===== config.mk =====
export PLATFORM = sky130hd
export DESIGN_NAME = icache_lines
export DESIGN_NICKNAME = d
export VERILOG_FILES = /design/src/rtl/mmu_pkg.sv /design/src/rtl/icache_tag_array.sv /design/src/rtl/icache_lines.sv
export SDC_FILE = /design/constraint.sdc
export NUM_CORES = 1
export LEC_CHECK = 0
export BUFFER_PORTS_ARGS = -buffer_cell sky130_fd_sc_hd__buf_2
export CELL_PAD_IN_SITES_DETAIL_PLACEMENT = 0
export CELL_PAD_IN_SITES_GLOBAL_PLACEMENT = 2
export CORE_ASPECT_RATIO = 1.25
export CORE_MARGIN = 2
export CORE_UTILIZATION = 45
export CTS_CLUSTER_DIAMETER = 120
export CTS_CLUSTER_SIZE = 25
export DETAILED_ROUTE_END_ITERATION = 6
export PLACE_DENSITY_LB_ADDON = 0.15
export SLEW_MARGIN = 0
export SYNTH_ARGS = -nofsm -noshare
export SYNTH_HDL_FRONTEND = slang
export SYNTH_SLANG_ARGS = --single-unit

===== constraint.sdc =====
create_clock -name CLK -period 9.1 [get_ports CLK]
set_input_delay 0.455 -clock CLK [delete_from_list [all_inputs] [get_ports CLK]]
set_output_delay 0.455 -clock CLK [all_outputs]
set_load 0.01 [all_outputs]

===== src/rtl/mmu_pkg.sv =====
// Shared MMU/bus definitions: AHB-style burst and size codes plus the icache FSM state type.
package mmu_pkg;

  localparam logic [2:0] BURST_SINGLE       = 3'b000;
  localparam logic [2:0] BURST_INCR         = 3'b001;
  localparam logic [2:0] BURST_INCR4        = 3'b011;
  localparam logic [2:0] BURST_INCR8        = 3'b101;
  localparam logic [2:0] BURST_INCR16       = 3'b111;
  localparam logic [2:0] TRANSFER_SIZE_WORD = 3'b010;

  typedef enum logic [1:0] {
    ICACHE_RUN,
    ICACHE_REQ,
    ICACHE_FILL,
    ICACHE_ERR
  } icache_state_t;

  // Line sizes without a fixed-length code fall back to undefined-length INCR.
  function automatic logic [2:0] incr_burst(input int unsigned words);
    case (words)
      4:       return BURST_INCR4;
      8:       return BURST_INCR8;
      16:      return BURST_INCR16;
      default: return BURST_INCR;
    endcase
  endfunction

endpackage


===== src/rtl/icache_tag_array.sv =====
// Valid/tag/data storage for the direct-mapped icache: one read port,
// one word-write port, a per-line invalidate and a flush-all.
module icache_tag_array #(
  parameter int unsigned LINE_WORDS = 4,
  parameter int unsigned LINES      = 8,
  parameter int unsigned TAG_W      = 25,
  parameter int unsigned DATA_W     = 32
) (
  input  logic                          CLK,
  input  logic                          RSTN,
  input  logic [$clog2(LINES)-1:0]      rd_index,
  input  logic [$clog2(LINE_WORDS)-1:0] rd_word,
  output logic                          rd_valid,
  output logic [TAG_W-1:0]              rd_tag,
  output logic [DATA_W-1:0]             rd_data,
  input  logic                          wr_en,
  input  logic [$clog2(LINES)-1:0]      wr_index,
  input  logic [$clog2(LINE_WORDS)-1:0] wr_word,
  input  logic [DATA_W-1:0]             wr_data,
  input  logic                          set_valid,
  input  logic [TAG_W-1:0]              set_tag,
  input  logic                          inv_en,
  input  logic [$clog2(LINES)-1:0]      inv_index,
  input  logic                          flush
);

  logic [LINES-1:0]  valid_q;
  logic [TAG_W-1:0]  tag_q  [LINES];
  logic [DATA_W-1:0] data_q [LINES*LINE_WORDS];

  assign rd_valid = valid_q[rd_index];
  assign rd_tag   = tag_q[rd_index];
  assign rd_data  = data_q[{rd_index, rd_word}];

  // Flush has priority over a same-cycle line install.
  always_ff @(posedge CLK) begin
    if (!RSTN) begin
      valid_q <= '0;
    end else if (flush) begin
      valid_q <= '0;
    end else begin
      if (inv_en)    valid_q[inv_index] <= 1'b0;
      if (set_valid) valid_q[wr_index]  <= 1'b1;
    end
  end

  always_ff @(posedge CLK) begin
    if (set_valid) tag_q[wr_index] <= set_tag;
    if (wr_en)     data_q[{wr_index, wr_word}] <= wr_data;
  end

endmodule


===== src/rtl/icache_lines.sv =====
// Direct-mapped instruction cache: LINES tagged lines of LINE_WORDS words,
// each filled by one incrementing D1 burst; bus errors pulse BUS_ERR.
module icache_lines
  import mmu_pkg::*;
#(
  parameter int unsigned LINE_WORDS = 4,
  parameter int unsigned LINES      = 8,
  parameter int unsigned INSTR_SIZE = 32
) (
  input  logic                  CLK,
  input  logic                  RSTN,
  input  logic [INSTR_SIZE-1:0] IP,
  input  logic                  IP_VALID,
  input  logic                  FLUSH,
  output logic [INSTR_SIZE-1:0] INSTR,
  output logic                  VALID,
  output logic                  BUS_ERR,
  output logic [INSTR_SIZE-1:0] D1_ADDR,
  output logic [INSTR_SIZE-1:0] D1_WRITE_DATA,
  input  logic [INSTR_SIZE-1:0] D1_READ_DATA,
  output logic                  D1_WRITE,
  output logic [2:0]            D1_SIZE,
  output logic [2:0]            D1_BURST,
  input  logic                  D1_READYOUT,
  input  logic                  D1_RESP,
  output logic                  D1_CLAIM
);

  localparam int unsigned WW = $clog2(LINE_WORDS);
  localparam int unsigned IW = $clog2(LINES);
  localparam int unsigned TW = INSTR_SIZE - 2 - WW - IW;
  localparam logic [WW-1:0] LAST_BEAT = WW'(LINE_WORDS - 1);
  localparam logic [INSTR_SIZE-1:0] LINE_MASK =
    {{(INSTR_SIZE-WW-2){1'b0}}, {(WW+2){1'b1}}};

  icache_state_t state_q, state_d;

  logic [WW-1:0]         beat_q;
  logic [INSTR_SIZE-1:0] line_base_q;
  logic                  flushed_q;
  logic [INSTR_SIZE-1:0] instr_q;
  logic                  valid_q;

  logic                  rd_valid;
  logic [TW-1:0]         rd_tag;
  logic [INSTR_SIZE-1:0] rd_data;
  logic                  hit, lookup_hit, miss;
  logic                  fill_we, last_beat, set_valid;

  logic [IW-1:0] ip_index, fill_index;
  logic [WW-1:0] ip_word;
  logic [TW-1:0] ip_tag, fill_tag;

  assign ip_word    = IP[2 +: WW];
  assign ip_index   = IP[2+WW +: IW];
  assign ip_tag     = IP[INSTR_SIZE-1 -: TW];
  assign fill_index = line_base_q[2+WW +: IW];
  assign fill_tag   = line_base_q[INSTR_SIZE-1 -: TW];

  assign hit        = rd_valid && (rd_tag == ip_tag);
  assign lookup_hit = (state_q == ICACHE_RUN) && IP_VALID && hit;
  assign miss       = (state_q == ICACHE_RUN) && IP_VALID && !hit;
  assign last_beat  = fill_we && (beat_q == LAST_BEAT);
  assign set_valid  = last_beat && !flushed_q;

  icache_tag_array #(
    .LINE_WORDS (LINE_WORDS),
    .LINES      (LINES),
    .TAG_W      (TW),
    .DATA_W     (INSTR_SIZE)
  ) u_tag_array (
    .CLK       (CLK),
    .RSTN      (RSTN),
    .rd_index  (ip_index),
    .rd_word   (ip_word),
    .rd_valid  (rd_valid),
    .rd_tag    (rd_tag),
    .rd_data   (rd_data),
    .wr_en     (fill_we),
    .wr_index  (fill_index),
    .wr_word   (beat_q),
    .wr_data   (D1_READ_DATA),
    .set_valid (set_valid),
    .set_tag   (fill_tag),
    .inv_en    (miss),
    .inv_index (ip_index),
    .flush     (FLUSH)
  );

  always_ff @(posedge CLK) begin
    if (!RSTN) state_q <= ICACHE_RUN;
    else       state_q <= state_d;
  end

  always_comb begin
    state_d = state_q;
    case (state_q)
      ICACHE_RUN:  if (miss) state_d = ICACHE_REQ;
      ICACHE_REQ: begin
        if (D1_RESP)          state_d = ICACHE_ERR;
        else if (D1_READYOUT) state_d = ICACHE_FILL;
      end
      ICACHE_FILL: begin
        if (D1_RESP)        state_d = ICACHE_ERR;
        else if (last_beat) state_d = ICACHE_RUN;
      end
      default:     state_d = ICACHE_RUN;
    endcase
  end

  always_comb begin
    D1_CLAIM = 1'b0;
    D1_ADDR  = '0;
    D1_SIZE  = '0;
    D1_BURST = '0;
    BUS_ERR  = 1'b0;
    fill_we  = 1'b0;
    case (state_q)
      ICACHE_REQ, ICACHE_FILL: begin
        D1_CLAIM = 1'b1;
        D1_ADDR  = line_base_q;
        D1_SIZE  = TRANSFER_SIZE_WORD;
        D1_BURST = incr_burst(LINE_WORDS);
        fill_we  = (state_q == ICACHE_FILL) && D1_READYOUT && !D1_RESP;
      end
      ICACHE_ERR: BUS_ERR = 1'b1;
      default: ;
    endcase
  end

  // A flush seen while the burst is in flight keeps the refilled line invalid.
  always_ff @(posedge CLK) begin
    if (!RSTN) begin
      beat_q      <= '0;
      line_base_q <= '0;
      flushed_q   <= 1'b0;
      instr_q     <= '0;
      valid_q     <= 1'b0;
    end else begin
      valid_q <= lookup_hit;
      if (lookup_hit) instr_q <= rd_data;
      if (miss) line_base_q <= IP & ~LINE_MASK;
      if (state_q == ICACHE_RUN) flushed_q <= 1'b0;
      else if (FLUSH)            flushed_q <= 1'b1;
      if (state_q != ICACHE_FILL) beat_q <= '0;
      else if (fill_we)           beat_q <= beat_q + WW'(1);
    end
  end

  assign INSTR         = instr_q;
  assign VALID         = valid_q;
  assign D1_WRITE      = 1'b0;
  assign D1_WRITE_DATA = '0;

endmodule


Word-level counts from Yosys, hierarchy flattened
Memories as Yosys holds them, arrays and structs flattened. A register that Yosys moved wholly into a read port is not among the register bits.
Cells that the tools add are included.
{"block": "totals", "register_bits": 42, "latch_bits": 0, "ram_bits": 1224, "mem_bits_ro": 0, "output_inout_bits": 106, "word_cells": 72, "mem_count": 2}
{"name": "u_tag_array.data_q", "depth": 32, "width": 32, "rd": 1, "rd_ports_with_merged_regs": 1, "wr": 1, "line": "icache_tag_array.sv:29", "rtl": "logic [DATA_W-1:0] data_q [LINES*LINE_WORDS];"}
{"name": "u_tag_array.tag_q", "depth": 8, "width": 25, "rd": 1, "rd_ports_with_merged_regs": 0, "wr": 1, "line": "icache_tag_array.sv:28", "rtl": "logic [TAG_W-1:0] tag_q [LINES];"}
{"block": "op_classes", "add_sub_neg": 1, "multipliers": 0, "div": 0, "order_cmp": 4, "n_eq_ne": 9, "shifts": 0, "n_mux": 26, "bitwise_logic": 4, "reduce_logical": 20}
{"operator": "32-bit 2-to-1 mux", "count": 1}
{"operator": "8-bit 2-to-1 mux", "count": 4}
{"operator": "25-bit == test", "count": 1}
{"operator": "2-bit 2-to-1 mux", "count": 7}
{"operator": "1-bit logical AND", "count": 10}
{"operator": "1-bit 2-to-1 mux", "count": 10}
{"operator": "8-bit bitwise AND", "count": 1}
{"operator": "3-bit by 4-bit less-than comparator with 1-bit output, second input constant", "count": 2}
{"operator": "8-bit inverter", "count": 1}
{"operator": "8-bit bitwise OR", "count": 1}
{"operator": "2-bit OR reduction", "count": 4}
{"operator": "1-bit demux with 3-bit select", "count": 2}
{"operator": "2-bit == test, second input constant", "count": 3}
{"operator": "3-bit by 1-bit greater-or-equal comparator with 1-bit output, second input constant", "count": 2}
{"operator": "3-bit != test, second input constant", "count": 2}
{"operator": "2-bit one-hot mux with 3 select lines", "count": 1}
{"operator": "1-bit logical NOT", "count": 4}
{"operator": "2-bit != test, second input constant", "count": 2}
{"operator": "1-bit binary-select mux with 3-bit select", "count": 1}
{"operator": "3-bit AND reduction", "count": 1}
{"operator": "2-bit by 1-bit adder with 2-bit output, second input constant", "count": 1}
{"operator": "2-bit by 1-bit == test with 1-bit output, second input constant", "count": 1}
{"operator": "2-bit logical NOT", "count": 1}
{"operator": "1-bit inverter", "count": 1}

Depth between registers and ports, before layout
Gate-level depths: netlist of the first run.
{"block": "logic_depth", "depth_word": 11, "mapped_depth": 13, "ltp_nobuf": 8}

Cells and area by module
A second synthesis of the first run with hierarchy kept.
{"block": "hier_totals", "cells_unflattened": 2918, "hier_area_um2": 51380.5}
{"mod": "icache_tag_array", "instances": 1, "cells_each": 2572, "area_per_inst_um2": 48091.1}
{"mod": "icache_lines", "instances": 1, "cells_each": 346, "area_per_inst_um2": 3289.4}

Least setup slack after synthesis of the first run
No wires, ideal clock.
{"block": "synth_timing", "kind": "reg2reg", "startpoint": "register state_q[0]", "endpoint": "memory u_tag_array.tag_q[3][0], enable pin", "arrival_ns": 3.082, "required_time_ns": 8.691, "setup_slack_ns": 5.609, "stages_incl_launch_ff": 9, "period_less_slack_ns": 3.491, "cell_sequence": "dfxtp_1 -> inv_1 -> ha_1 -> and4b_1 -> clkbuf_1 -> nand2_1 -> or2_2 -> clkbuf_1 -> nor2_1"}
{"block": "synth_via", "elab_chain_len": 8, "word_cells_on_any_way": 10, "cone_classes": "2 x eq/ne; 3 x mux; 5 x reduce/logical"}
{"element": "from (decl)", "line": "icache_lines.sv:36", "rtl": "icache_state_t state_q, state_d;"}
{"element": "from (signal assigned)", "line": "icache_lines.sv:92", "rtl": "else state_q <= state_d;"}
{"element": "2-bit == test", "line": "icache_lines.sv:118, icache_lines.sv:124"}
{"element": "1-bit logical AND (2 in a row)", "line": "icache_lines.sv:124", "rtl": "fill_we = (state_q == ICACHE_FILL) && D1_READYOUT && !D1_RESP;"}
{"element": "1-bit 2-to-1 mux *", "line": "icache_lines.sv:118", "rtl": "case (state_q)"}
{"element": "1-bit logical AND *", "line": "icache_lines.sv:63", "rtl": "assign last_beat = fill_we && (beat_q == LAST_BEAT);"}
{"element": "1-bit logical AND *", "line": "icache_lines.sv:64", "rtl": "assign set_valid = last_beat && !flushed_q;"}
{"element": "1-bit 2-to-1 mux *", "line": "icache_tag_array.sv:48", "rtl": "if (set_valid) tag_q[wr_index] <= set_tag;"}
{"element": "1-bit 2-to-1 mux (implied by the code) *", "line": "icache_tag_array.sv:48"}
{"element": "to (decl)", "line": "icache_tag_array.sv:28"}
Every way passes the cells marked *; elsewhere a longest branch is shown, timed or not.

Worst setup path in the final report of the first run
{"block": "layout_timing", "startpoint": "input IP[6]", "endpoint": "register instr_q[4], in the netlist INSTR[4] (read register of u_tag_array.data_q)"}
{"block": "layout_via", "elab_chain_len": 4, "word_cells_on_any_way": 6, "cone_classes": "1 x eq/ne; 2 x mux; 2 x reduce/logical; 1 x memory"}
{"element": "from (decl)", "line": "icache_lines.sv:12", "rtl": "input logic [INSTR_SIZE-1:0] IP,"}
{"element": "memory read 8 x 25 bit or 1-bit binary-select mux with 3-bit select (tied branches)"}
{"element": "25-bit == test or 1-bit 2-to-1 mux (tied branches)", "line": "icache_lines.sv:60, icache_tag_array.sv:31"}
{"element": "1-bit logical AND", "line": "icache_lines.sv:60", "rtl": "assign hit = rd_valid && (rd_tag == ip_tag);"}
{"element": "1-bit logical AND", "line": "icache_lines.sv:61", "rtl": "assign lookup_hit = (state_q == ICACHE_RUN) && IP_VALID && hit;"}
{"element": "to (decl)", "line": "icache_lines.sv:41", "rtl": "logic [INSTR_SIZE-1:0] instr_q;"}
Parallel ways exist; a longest one is shown, timed or not. The select of a mux whose other input is x is not followed.
A chain may end at the register's enable or synchronous reset.

==> results of run 1 <==
[metal layers]
layer  wire [µm]  share of wire  GRT usage  up-vias
li1            -              -          -    10344
met5          11       0.000088          0        -
met3        6300          0.050     0.0231      161
met1       49700           0.40      0.290    13128
met2       65100           0.52      0.386      726
met4        4020          0.032     0.0673        2
[stage by stage]
stage	instances	setup WS [ps]	total power, mW	utilization
2_1_floorplan	2503	5610	7.23	-
3_3_place_gp	3961	4240	7.52	0.478
3_5_place_dp	3961	4170	7.54	0.478
4_1_cts	4077	4910	10.5	0.494
5_1_grt	4078	4690	10.7	0.494
6_report	4078	4880	10.4	0.494
[power breakdown]
group          switching (mW)  internal [mW]
logic                   0.493          0.257
clock network            1.78           1.22
registers              0.0598           6.59
[kinds of logic after synthesis]
| family | Yosys count |
|---|---|
| XOR/XNOR | 11 |
| buffers and inverters | 235 |
| AND/OR/NAND/NOR | 255 |
| AO/OA/AOI/OAI | 305 |
| other | 1 |
| flip-flops | 1298 |
| multiplexers | 351 |
| adder cells (fa/ha/maj) | 8 |
[what timing repair did]
item / in CTS / in global routing
hold buffers: 10 / 0
hold endpoints to repair: 10 / 0
resized for setup: 0 / 0
[flip-flops by register name, indices dropped and copies added (netlist names)]
register and cells:
VALID 1, beat_q 2, state_q 2, u_tag_array.valid_q 8, flushed_q 1, u_tag_array.data_q 1024
INSTR 32, u_tag_array.tag_q 200, line_base_q 28
[worst paths after layout]
kind	from	endpoint	slack (ps)	cells after the start
worst max-delay path	IP[6]	INSTR[4]$_SDFFE_PN0P_	4880	11
worst min-delay path	IP[31]	line_base_q[31]$_SDFFE_PN0N_	40	3
worst max register to register	u_tag_array.tag_q[6][21]$_DFFE_PP_	INSTR[4]$_SDFFE_PN0P_	5270	9
worst min register to register	INSTR[14]$_SDFFE_PN0P_	INSTR[14]$_SDFFE_PN0P_	460	2
[final cells by class]
class / instances / area (µm²)
Multi-Input combinational cell: 970 / 11200
Sequential cell: 1298 / 38200
Clock buffer: 104 / 1620
Fill cell: 8898 / 55700
Antenna cell: 1 / 2.50
Timing Repair Buffer: 210 / 1310
Tap cell: 1449 / 1810
Clock inverter: 2 / 20.0
Inverter: 44 / 166
[synth_stat cells (all sizes together) (3+ instances only)]
master	count
edfxtp	1224
mux4	272
a22oi	106
clkbuf	96
buf	95
dfxtp	74
mux2i	62
nor2	54
o21ai	49
inv	44
a21oi	38
nor3	38
a211oi	34
nand3	34
nand4	34
and2	32
a32oi	31
mux2	17
nand2	16
o22ai	9
ha	8
or3	8
xor2	8
a22o	7
a31oi	7
nor2b	7
a21boi	6
and3b	6
or3b	5
nand3b	4
nor4	4
o2111ai	4
o211ai	3
xnor2	3
[tightest hold or removal path, delay by kind of cell]
kind,cells,cell delay [ps]
AND/OR/NAND/NOR,1,60
AO/OA/AOI/OAI,1,50
buffers and inverters,1,110
==> out/metrics.cfg, run 1 <==
[cts]
h-tree-depth=2
cts_tree=yes
cts-buffers-inserted=57
clock-sinks=1298
clock_latency_ps=690
post_cts_buffers=0
clockBufferDepth=3
root_buffer=clkbuf_16
cts.reportedPaths.clkPinSlew_ps=100

[synthesis]
synth_area_leaders=edfxtp_1, mux4_2, dfxtp_1
yosys.area_share.simple=0.0280
syn_area_per_cell_um2=20.3
ys_warn_count=0
synth_edf_count=1224
synth_area_mm2=0.0500
synth_cell_types=62
synth-adder-area-share=0.00200
synth_top_family_by_area=multiplexers
yosysSeqAreaShare=0.765
yosysTopAreaCell=edfxtp_1
synthMuxAreaShare=0.139
yosys_most_used_dff=edfxtp_1
synth_xor_area_frac=0.00193
synth_cells=2464
synth_compound_area_frac=0.0424
ys_ff_latch=1298
yosysTopAreaCellShare=0.735
ys_async_sr_fraction=0

[worst_setup_path]
cpLargestDelayFamily=simple AND/OR/NAND/NOR gates
cpMostUsedCell=buf_4
cp_data_required_time_ps=9620
cp.arrival_ps=4740
critPathLaunchType=input port
crit_path_top_delay_cell=nand4bb_4
cpPeakStageDelay_ps=680
crit_type=in -> reg
cp_max_fo=58
crit_path_end_kind=register
path_cells=buf_6 > buf_4 > mux2_2 > o22ai_1 > or3_1 > nand4_1 > or4_4 > nand4bb_4 > buf_4 > nor3_1 > a211oi_1
path_buf_inv=3

[worst_hold_path]
hold_path_class=in -> reg

[placement]
placed_area_mm2=0.0526
portBuffers=133
dp_hpwl_mm=64.5
gp_congestion=0.741

[global_routing]
grt_max_degree=126
grt_pass1_wl_mm=179
grt.total_usage=0.220
antenna_found_initial=5
overflow=0
first_global_vias=25068

[cells_and_area]
fin_area_mm2=0.0543
areaGrowthSynthToFinish_pct=8.66
final_cell_mix=edfxtp_1, mux4_2, buf_2, a22oi_1, dfxtp_1
fin_nets=2659
drive_gt1_frac=0.233
layout_commonest_cell=edfxtp_1

[floorplanning]
rows=136
core_area_mm2=0.110
die_y_um=377
dieArea_mm2=0.114
io_pins=176
start_util=0.454
die_w_um=302

[routing]
routed-via-count=24361
detail-route-antenna-nets=0
drt_iter0_drc=2344
drt-wirelength-per-cell_um=30.7
firstDrtPassIters=5
wirelength_mm=125
routed_via_density=5.97
drc_errors=0

[sta]
setup_viol_count_final=0
slew_headroom=0.225
hold_slack_ps=39.6
rsz0062_at_grt=false
final.setup.tns_ps=0
clock.fmax_mhz=237
slew_violations=0
hold_viol_final=0
finClkSkew_ps=20.0
post-route-period-util=0.464
worst_pin_slew_ps=1160
period_needed_ps=4220

[flow_run]
drv_cap=0

[pwr]
ir_drop_v=0.000154
leakagePower_nw=16.8
cellPowerDensity_mw_per_mm2=191

[status]
status=finished, final reports clean

(Power assumes the default switching activity.)
==> run 2, diff against run 1 <==
Settings changed: CORE_UTILIZATION 45 to 44.
Clock period 9.1 ns to 3.7 ns, I/O delays scaled along.
==> run 2 against run 1 <==
Compared with the run above:
- count of clock-buffer cells in the layout shrank 3
- sequential cell count is the same
- non-clock buffer count grew 101
- core utilization shrank 0.11 points
- critical path type is now reg -> reg
- critical endpoint is now state_q[1]$_SDFFE_PN0P_
- highest routed layer unchanged
==> out/metrics.cfg, run 2 (synthesis results as in run 1) <==
[sta]
hold_viol_final=0
setup_viol_count_final=0
slew_violations=0
post-route-period-util=0.934
rsz0062_at_grt=false
final.setup.tns_ps=0
clock.fmax_mhz=289
finClkSkew_ps=28.2
fin_ws_ps=243
slew_headroom=0.294
period_needed_ps=3460
worst_pin_slew_ps=1060

[global_routing]
grt_max_degree=62
grt_pass1_wl_mm=186
antenna_found_initial=3
overflow=0
grt.total_usage=0.223
first_global_vias=25616

[routing]
drt_iter0_drc=2219
drc_errors=0
routed_via_density=5.91
detail-route-antenna-nets=0
drt-wirelength-per-cell_um=31.0
routed-via-count=24823
firstDrtPassIters=5
wirelength_mm=130

[cells_and_area]
drive_gt1_frac=0.243
layoutNonFillerInstCount=4198
fin_nets=2760
fin_area_mm2=0.0556
final_cell_mix=edfxtp_1, mux4_2, buf_2, a22oi_1, buf_4
largest_reg_flops=1024
largest_register=u_tag_array.data_q
layout_commonest_cell=edfxtp_1
areaGrowthSynthToFinish_pct=11.2
antenna_cells=0

[cts]
cts.reportedPaths.clkPinSlew_ps=100
clockBufferDepth=3
cts_tree=yes
cts-buffers-inserted=57
clock-sinks=1298
root_buffer=clkbuf_16
post_cts_buffers=0
clock_latency_ps=690
h-tree-depth=2

[floorplanning]
core_area_mm2=0.113
die_w_um=306
dieArea_mm2=0.116
start_util=0.443
io_pins=176
rows=138
die_y_um=381

[placement]
portBuffers=133
pre_cts_slack_ps=242
placed_area_mm2=0.0534
dp_cells=4033
gp_congestion=0.764
dp_hpwl_mm=73.4

[worst_setup_path]
crit_path_end_kind=register
path_cells=mux4_2 > mux2i_1 > xor2_1 > nand3_1 > or4_4 > nor4b_2 > buf_4 > o31ai_1 > o311a_1 > dlygate4sd3_1
critPathLaunchType=register
cp_max_fo=4
cpLargestDelayFamily=simple AND/OR/NAND/NOR gates
crit_path_top_delay_cell=or4_4
cpPeakStageDelay_ps=610
cp_data_required_time_ps=4270
crit_type=reg -> reg
path_buf_inv=2
cp.arrival_ps=4030

[status]
status=finished, final reports clean

[worst_hold_path]
hold_path_class=in -> reg

[flow_run]
drv_cap=0

[pwr]
swShare=0.226
power_frac_clock=0.287
p_comb_frac=0.076
internal_power_mw=19.9
seq_power_share=0.638
switching_power_mw=5.79
ir_drop_v=0.000380
leakagePower_nw=17.3
cellPowerDensity_mw_per_mm2=461

==> run 2: cell types whose count changed in the layout (fill, tap and decap cells not counted) <==
cell	previous run	this run
inv_16	0	1
nor4b_1	1	0
clkbuf_1	46	44
buf_4	66	87
clkbuf_16	58	57
inv_6	0	2
nor4b_2	0	1
buf_12	1	31
nor2b_1	5	7
nor2b_2	2	0
diode_2	1	0
dlygate4sd3_1	10	60
clkinv_8	1	0
==> run 2: area by class of cell <==
class	instances	area, µm²
fillers	9183	57300
flip-flops and latches	1298	38200
multi-input cells	970	11200
repair buffers	311	2570
well taps	1470	1840
clock buffers	101	1590
inverters	44	166
clock inverters	4	41.3
==> run 2: power groups by stage <==
| stage | Combinational [mW] | Clock (mW) | Sequential (mW) |
|---|---|---|---|
| finish | 1.95 | 7.35 | 16.3 |
| global route | 2.10 | 7.98 | 16.4 |
| CTS | 1.97 | 7.55 | 16.4 |
| detailed placement | 1.91 | 0 | 16.7 |
| global placement | 1.88 | 0 | 16.7 |
| floorplan | 1.16 | 0 | 16.6 |
==> run 2: worst paths after layout <==
path                                      startpoint                                   end  slack [ps]  cells past startpoint
hold reg to reg                INSTR[3]$_SDFFE_PN0P_                 INSTR[3]$_SDFFE_PN0P_         460                      2
hold / removal                      D1_READ_DATA[16]  u_tag_array.data_q[24][16]$_DFFE_PP_          60                      1
setup reg to reg  u_tag_array.tag_q[6][21]$_DFFE_PP_               state_q[1]$_SDFFE_PN0P_         240                     10
setup / recovery  u_tag_array.tag_q[6][21]$_DFFE_PP_               state_q[1]$_SDFFE_PN0P_         240                     10
==> run 2: repair_timing <==
item,in CTS,in global routing
endpoints found under the setup margin,0,1
gates resized for setup,0,1
endpoints found under the hold margin,1036,0
hold buffers,60,0
==> run 2: per-layer routing <==
metal | routed length, µm | vias to the layer above | track usage | share of wire
met5 | 34 | - | 0 | 0.00026
met4 | 2740 | 4 | 0.0462 | 0.021
met3 | 5880 | 132 | 0.0219 | 0.045
met2 | 68900 | 692 | 0.402 | 0.53
met1 | 52500 | 13453 | 0.293 | 0.40
li1 | - | 10542 | - | -
==> run 2: through the flow <==
stage / utilization / total power, mW / hold slack [ps]
detailed placement: 0.473 / 18.6 / 451
global placement: 0.473 / 18.6 / 449
finish: 0.493 / 25.6 / 57.5
global route: 0.493 / 26.4 / 31.7
floorplan: - / 17.8 / 284
CTS: 0.492 / 25.9 / 3.57
